--- src/rtl/somador4_sync.sv ---
// somador4_sync: registered WIDTH-bit ripple-carry adder with carry in/out,
// two's-complement overflow flag and a one-cycle valid qualifier.
module somador4_sync #(
    parameter int WIDTH = 4
) (
    input  logic             clk,
    input  logic             reset,
    input  logic [WIDTH-1:0] a,
    input  logic [WIDTH-1:0] b,
    input  logic             c,
    input  logic             in_valid,
    output logic             saida1,
    output logic [WIDTH-1:0] saida2,
    output logic             overflow,
    output logic             out_valid
);

    logic [WIDTH:0]   k;
    logic [WIDTH-1:0] s;

    logic             saida1_d,    saida1_q;
    logic [WIDTH-1:0] saida2_d,    saida2_q;
    logic             overflow_d,  overflow_q;
    logic             out_valid_d, out_valid_q;

    // Ripple chain of full-adder cells, k[i] is the carry into bit i
    always_comb begin
        k    = '0;
        s    = '0;
        k[0] = c;
        for (int unsigned i = 0; i < WIDTH; i++) begin
            s[i]   = a[i] ^ b[i] ^ k[i];
            k[i+1] = (a[i] & b[i]) | (k[i] & (a[i] ^ b[i]));
        end
    end

    // Next-state: load a new result when in_valid, otherwise hold (inputs ignored, so X cannot leak)
    always_comb begin
        saida1_d    = saida1_q;
        saida2_d    = saida2_q;
        overflow_d  = overflow_q;
        out_valid_d = in_valid;
        if (in_valid) begin
            saida1_d   = k[WIDTH];
            saida2_d   = s;
            overflow_d = k[WIDTH-1] ^ k[WIDTH];
        end
    end

    // Output register; synchronous reset wins over in_valid and discards that cycle's operand
    always_ff @(posedge clk) begin
        if (reset) begin
            saida1_q    <= 1'b0;
            saida2_q    <= '0;
            overflow_q  <= 1'b0;
            out_valid_q <= 1'b0;
        end else begin
            saida1_q    <= saida1_d;
            saida2_q    <= saida2_d;
            overflow_q  <= overflow_d;
            out_valid_q <= out_valid_d;
        end
    end

    assign saida1    = saida1_q;
    assign saida2    = saida2_q;
    assign overflow  = overflow_q;
    assign out_valid = out_valid_q;

endmodule

--- config.mk ---
export PLATFORM = sky130hd
export DESIGN_NAME = somador4_sync
export DESIGN_NICKNAME = d
export VERILOG_FILES = /design/src/rtl/somador4_sync.sv
export SDC_FILE = /design/constraint.sdc
export NUM_CORES = 1
export LEC_CHECK = 0
export CAP_MARGIN = 20
export CORE_AREA = 2 2 39 41
export DETAILED_ROUTE_END_ITERATION = 8
export DIE_AREA = 0 0 41 43
export GPL_TIMING_DRIVEN = 0
export HOLD_SLACK_MARGIN = 0.02
export PLACE_DENSITY = 0.7
export SLEW_MARGIN = 20
export SYNTH_ARGS = -nofsm -noshare
export SYNTH_HDL_FRONTEND = slang
export SYNTH_SLANG_ARGS = --single-unit
export TNS_END_PERCENT = 10
--- constraint.sdc ---
create_clock -name clk -period 6.3 [get_ports clk]
set_clock_uncertainty 0.05 [all_clocks]
set_input_delay 1.26 -clock clk [delete_from_list [all_inputs] [get_ports clk]]
set_output_delay 1.26 -clock clk [all_outputs]
set_load 0.05 [all_outputs]
==> reports/qor.csv, run 1 <==
stage,metric,value,unit
floorplan,Core ar.,1384,µm²
synthesis,cell count after synthesis,33,
timing,Final Critical Period,3.389,ns
drt,ANT nets after route,0,
synthesis,"area leader, netlist",dfxtp_1,
placed_design,IO buf count,17,
worst_setup_path,crit path kind,input port to flop,
floorplan,initial core utilization,0.2577,
global_route,met3 usage,0.05236,
clocking,CTS tree,done,
global_route,routing usage on met1,0.08911,
clocking,Root Buffer,clkbuf_4,
global_route,pin count of the biggest net entering global routing,11,
pwr,VDD IR max,0.08147,mV
layout,Nets,71,
clocking,hold_buf cts,0,
drt,initial drt markers,3,
placed_design,DPL Wire Length,495.8,µm
worst_setup_path,crit path launch type,input port,
clocking,TritonCTS Buffers,3,
floorplan,Core Rows,14,
floorplan,Die Y,43,µm
drt,TritonRoute pass-1 iters,4,
timing,Worst Tran Pin Value,0.4980,ns
synthesis,"Cell Area, Synth",356.6,µm²
timing,# setup viols final,0,
timing,unrepaired setup endpoints after global routing,false,
worst_setup_path,Crit. End Element,flop,
layout,ANT cells,0,
clocking,"CTS clk-pin slew, worst paths",0.05,ns
synthesis,largest family of logic cells by synthesized area,adder cells,
synthesis,Compound-Gate Fraction of Synth Area,0.08421,
global_route,GRT overflow,0,
min_path,HP Class,flop to flop,
clocking,post_cts resized,0,
floorplan,Die Footprint,1763,µm²
synthesis,Async SR Flop Fraction,0,
synthesis,number of flops mapped to enable cells by yosys,0,
global_route,vias in the first global route,265,
synthesis,adder-cell share of the synthesized area,0.2246,
floorplan,die width,41,µm
synthesis,#FFs+latches synth,7,
clocking,H-tree depth,1,
worst_setup_path,CP Data Arrival Time,3.50,ns
drt,Vias per Instance,3.914,
synthesis,dominant synthesized flop cell,dfxtp_1,
drt,Via Count,274,
timing,final cycle utilization of the critical path,0.5379,
synthesis,Synth top area share,0.3930,
job,maxcap violations,0,
pwr,Leak,0.2539,nW
global_route,grt peak-use layer,met2,
synthesis,synth warn,0,
clocking,clk buf depth,2,
drt,Total Routed Length,569,µm
timing,slew margin rel.,0.6669,
placed_design,placer congestion estimate,0.7032,
timing,fmax,295.1,MHz
clocking,# Post-CTS Setup Buffers,0,
global_route,initial antenna violation count,0,
synthesis,Synth Area in Simple Gates,0.1123,
timing,Fin Setup TNS,0,ns
synthesis,Post-Syn Nets,49,
global_route,GRT met2 Usage,0.1219,
status,status,completed,
layout,proportion of layout cells with a drive suffix above 1,0.09259,
synthesis,synthesized area per cell,10.81,µm²
clocking,clock latency on the worst-skew pair,0.24,ns
placed_design,Post-DP Area,546.8,µm²
clocking,clock sinks,7,
synthesis,post-synthesis sequential area ratio,0.3930,
worst_setup_path,Crit Path Max Fanout,2,
timing,Final Hold Fails,0,
timing,"Slew Viols, Final",0,
pwr,P per Cell Area,233.3,nW/µm²
drt,post-DR wirelength/cell,8.129,µm
layout,fin area,573.1,µm²
synthesis,most frequent cells after synthesis,"7 x dfxtp_1, 7 x inv_1, 5 x nor2_1, 4 x fa_1, 3 x a211oi_1",
global_route,GRT Overall Usage,0.08300,
synthesis,Synth Area in XOR/XNOR,0.02456,
synthesis,Synth area leaders,"dfxtp_1 39%, fa_1 22%, inv_1 7.4%, a211oi_1 6.3%, mux2i_1 5.6%",
floorplan,Ports,19,
global_route,first-pass GRT wire length,945,µm
worst_setup_path,"Req. time, crit path",6.41,ns
drt,# DRC,0,
synthesis,mux share of post-synthesis cell area,0.05614,
layout,Area growth syn-to-layout,60.70,%
synthesis,Netlist cell types,11,
## cell usage in the layout (no fill, tap or decap)
cell	Yosys	routed
fa_1	4	4
clkbuf_4	0	3
buf_6	1	1
nor2_1	5	5
inv_1	7	7
clkdlybuf4s50_1	0	17
nor2b_4	1	1
mux2i_1	2	2
dfxtp_1	7	7
nor3b_1	1	1
clkbuf_1	0	1
a21o_1	1	1
xnor2_1	1	1
a211oi_1	3	3
## final timing paths
path / startpoint / to / slack, ns / cells past startpoint
setup / recovery: a[0] / saida2[3] / 2.91 / 9
hold / removal: saida1 / saida1 / 0.43 / 2
setup reg to reg: overflow / overflow / 5.56 / 2
hold reg to reg: saida1 / saida1 / 0.43 / 2
## cell type report
| type | instances | area [µm²] |
|---|---|---|
| fill | 152 | 810.8 |
| multi-input combinational | 18 | 178.9 |
| timing repair buffer | 17 | 170.2 |
| sequential | 7 | 140.1 |
| clock buffer | 4 | 26.28 |
| inverter | 7 | 26.28 |
| tap | 16 | 20.02 |
| buffer | 1 | 11.26 |
## through the flow
stage	util	worst slack, ns	instances	hold WS [ns]	power (W)
after floorplan	-	3.191	33	0.6424	0.00007795
after global placement	0.3951	2.672	66	0.4228	0.00009502
after detailed placement	0.3951	2.631	66	0.4217	0.00009578
after CTS	0.4141	2.883	70	0.4285	0.0001359
after global routing	0.4141	2.788	70	0.4372	0.0001434
final	0.4141	2.911	70	0.4252	0.0001337
## flip-flops by register name (all words and copies together) (netlist names)
name / flops
overflow: 1
saida2: 4
saida1: 1
out_valid: 1
## cells by family after synthesis
| logic type | after synthesis |
|---|---|
| XOR/XNOR | 1 |
| flip-flops | 7 |
| AND/OR/NAND/NOR | 7 |
| adder cells (fa/ha/maj) | 4 |
| AO/OA/AOI/OAI | 4 |
| buffers and inverters | 8 |
| multiplexers | 2 |
## layer usage
layer	vias up	wire length (µm)
met4	0	0
met3	0	56
li1	144	-
met5	-	0
met2	10	278
met1	120	234
## critical path: stages
cell             delay [ns]
clkdlybuf4s50_1        0.43
fa_1                   0.42
inv_1                  0.07
fa_1                   0.15
inv_1                  0.05
fa_1                   0.40
inv_1                  0.08
fa_1                   0.42
a211oi_1               0.22
## power by group
part           switching, W  internal, W  leakage (nW)  total (W)
Sequential       0.00000173    0.0000484        0.0581  0.0000502
Combinational     0.0000243    0.0000197         0.181  0.0000441
Clock             0.0000154    0.0000241        0.0150  0.0000395
Note: power is estimated with default switching activity, not from simulation.
==> run 2: changes to the inputs <==
--- a/config.mk
+++ b/config.mk
@@ -11,7 +11,7 @@
 export DIE_AREA = 0 0 41 43
 export GPL_TIMING_DRIVEN = 0
 export HOLD_SLACK_MARGIN = 0.02
-export PLACE_DENSITY = 0.7
+export PLACE_DENSITY = 0.73
 export SLEW_MARGIN = 20
 export SYNTH_ARGS = -nofsm -noshare
 export SYNTH_HDL_FRONTEND = slang
==> constraint.sdc (replaced) <==
create_clock -name clk -period 3.1 [get_ports clk]
set_clock_uncertainty 0.05 [all_clocks]
set_input_delay 0.62 -clock clk [delete_from_list [all_inputs] [get_ports clk]]
set_output_delay 0.62 -clock clk [all_outputs]
set_load 0.05 [all_outputs]
==> run 2 against run 1 <==
Core utilization did not move. Cell count stayed put. Register-to-register slack got worse by 3.2 ns. Via count rose by 0.36%. Clock power increased by 98%. Sequential share of layout area unchanged. Global-route usage fell by 0.82 points. Critical path type unchanged.
==> reports/qor.csv, run 2 (synthesized netlist as in run 1, its figures left out) <==
stage,metric,value,unit,change
floorplan,die width,41,µm,unchanged
placed_design,DPL Wire Length,506,µm,+2.1%
worst_setup_path,CP Data Arrival Time,2.84,ns,-0.66 ns
drt,Vias per Instance,3.929,,+0.36%
pwr,VDD IR max,0.1792,mV,+120%
layout,Area growth syn-to-layout,60.70,%,unchanged
clocking,hold_buf cts,0,,unchanged
placed_design,IO buf count,17,,unchanged
clocking,TritonCTS Buffers,3,,unchanged
worst_setup_path,crit path kind,input port to flop,,
layout,Nets,71,,unchanged
floorplan,Ports,19,,unchanged
drt,Total Routed Length,560,µm,-1.6%
timing,Fin Setup TNS,0,ns,unchanged
worst_setup_path,Crit Path Max Fanout,2,,unchanged
layout,max reg flops,4,,unchanged
global_route,pin count of the biggest net entering global routing,11,,unchanged
job,maxcap violations,0,,unchanged
pwr,Sw Ratio,0.3052,,-0.004765
drt,post-DR wirelength/cell,8.000,µm,-1.6%
clocking,clock sinks,7,,unchanged
layout,proportion of layout cells with a drive suffix above 1,0.09259,,unchanged
clocking,# Post-CTS Setup Buffers,0,,unchanged
layout,post-layout util,0.4141,,unchanged
global_route,initial antenna violation count,0,,unchanged
timing,slew margin rel.,0.6654,,-0.001542
drt,ANT nets after route,0,,unchanged
layout,ANT cells,0,,unchanged
pwr,clock group share of total power,0.290,,-0.005
pwr,NetSw,0.00008227,W,+99%
timing,Final Hold Fails,0,,unchanged
global_route,vias in the first global route,242,,-8.7%
clocking,post_cts resized,0,,unchanged
clocking,H-tree depth,1,,unchanged
pwr,sequential power share,0.379,,+0.004
timing,Final Critical Period,2.740,ns,
drt,initial drt markers,5,,+2
timing,Worst Tran Pin Value,0.5003,ns,+0.002305 ns
drt,Via Count,275,,+0.36%
timing,fmax,365.0,MHz,
floorplan,initial core utilization,0.2577,,unchanged
drt,# DRC,0,,unchanged
layout,"commonest non-fill, non-tap cell in the layout",clkdlybuf4s50_1,,
pwr,P per Cell Area,470.4,nW/µm²,+100%
floorplan,Die Footprint,1763,µm²,unchanged
timing,"Slew Viols, Final",0,,unchanged
clocking,clk buf depth,2,,unchanged
drt,TritonRoute pass-1 iters,2,,-2
min_path,HP Class,flop to flop,,
clocking,clock latency on the worst-skew pair,0.24,ns,about the same
status,status,completed,,
timing,final cycle utilization of the critical path,0.8838,,
timing,unrepaired setup endpoints after global routing,false,,
pwr,Gate power share,0.331,,about the same
pwr,Leak,0.2539,nW,unchanged
floorplan,Die Y,43,µm,unchanged
worst_setup_path,crit path launch type,input port,,
clocking,CTS tree,done,,
worst_setup_path,"Req. time, crit path",3.21,ns,-3.20 ns
clocking,Root Buffer,clkbuf_4,,
worst_setup_path,Crit. End Element,flop,,
global_route,GRT Overall Usage,0.07475,,-0.008248
floorplan,Core ar.,1384,µm²,unchanged
global_route,first-pass GRT wire length,883,µm,-6.6%
placed_design,placer congestion estimate,0.6837,,-2.8%
floorplan,Core Rows,14,,unchanged
layout,"commonest cells after routing, fill and taps aside","17 x clkdlybuf4s50_1, 7 x inv_1, 7 x dfxtp_1, 5 x nor2_1, 4 x fa_1",,
global_route,GRT overflow,0,,unchanged
timing,# setup viols final,0,,unchanged
pwr,P_int,0.0001873,W,+100%
clocking,"CTS clk-pin slew, worst paths",0.05,ns,about the same
==> run 2: cell counts in the layout (fill, tap and decap cells not counted) <==
No cell type changed its count.
==> run 2: per-stage QoR <==
stage,std cells,power [W],hold slack [ns],worst slack [ns],instance area (µm²)
after floorplan,33,0.0001584,0.6381,0.6309,356.6
after global placement,66,0.0001930,0.4219,0.1169,546.8
after detailed placement,66,0.0001946,0.4234,0.08737,546.8
after CTS,70,0.0002738,0.4302,0.3349,573.1
after global routing,70,0.0002899,0.4501,0.2710,573.1
final,70,0.0002696,0.4255,0.3603,573.1
==> run 2: path summary, 6_finish.rpt <==
kind	from	endpoint	slack [ns]	depth (start not counted)
setup / recovery	a[0]	saida2[3]	0.36	9
hold reg to reg	saida2[1]	saida2[1]	0.43	2
hold / removal	saida2[1]	saida2[1]	0.43	2
setup reg to reg	overflow	overflow	2.35	2
==> run 2: critical path: stages <==
cell	delay (ns)
clkdlybuf4s50_1	0.43
fa_1	0.42
inv_1	0.07
fa_1	0.15
inv_1	0.04
fa_1	0.40
inv_1	0.08
fa_1	0.42
a211oi_1	0.22
==> run 2: power by group through the flow <==
stage	Combinational, W	Clock, W	Sequential (W)
after floorplan	0.0000259	0	0.000133
after global placement	0.0000893	0	0.000104
after detailed placement	0.0000906	0	0.000104
after CTS	0.0000908	0.0000808	0.000102
after global routing	0.0000962	0.0000912	0.000102
final	0.0000893	0.0000782	0.000102
==> run 2: per-layer routing <==
layer,GRT usage,vias up,part of all wire
met4,0.04000,0,0
met2,0.1094,10,0.46
met5,0,-,0
met3,0.03141,0,0.10
met1,0.08852,119,0.44
li1,-,146,-
==> run 2: area by class of cell <==
| cell class | instances | area, µm² |
|---|---|---|
| Fill cell | 147 | 810.8 |
| Multi-Input combinational cell | 18 | 178.9 |
| Timing Repair Buffer | 17 | 170.2 |
| Sequential cell | 7 | 140.1 |
| Clock buffer | 4 | 26.28 |
| Inverter | 7 | 26.28 |
| Tap cell | 16 | 20.02 |
| Buffer | 1 | 11.26 |
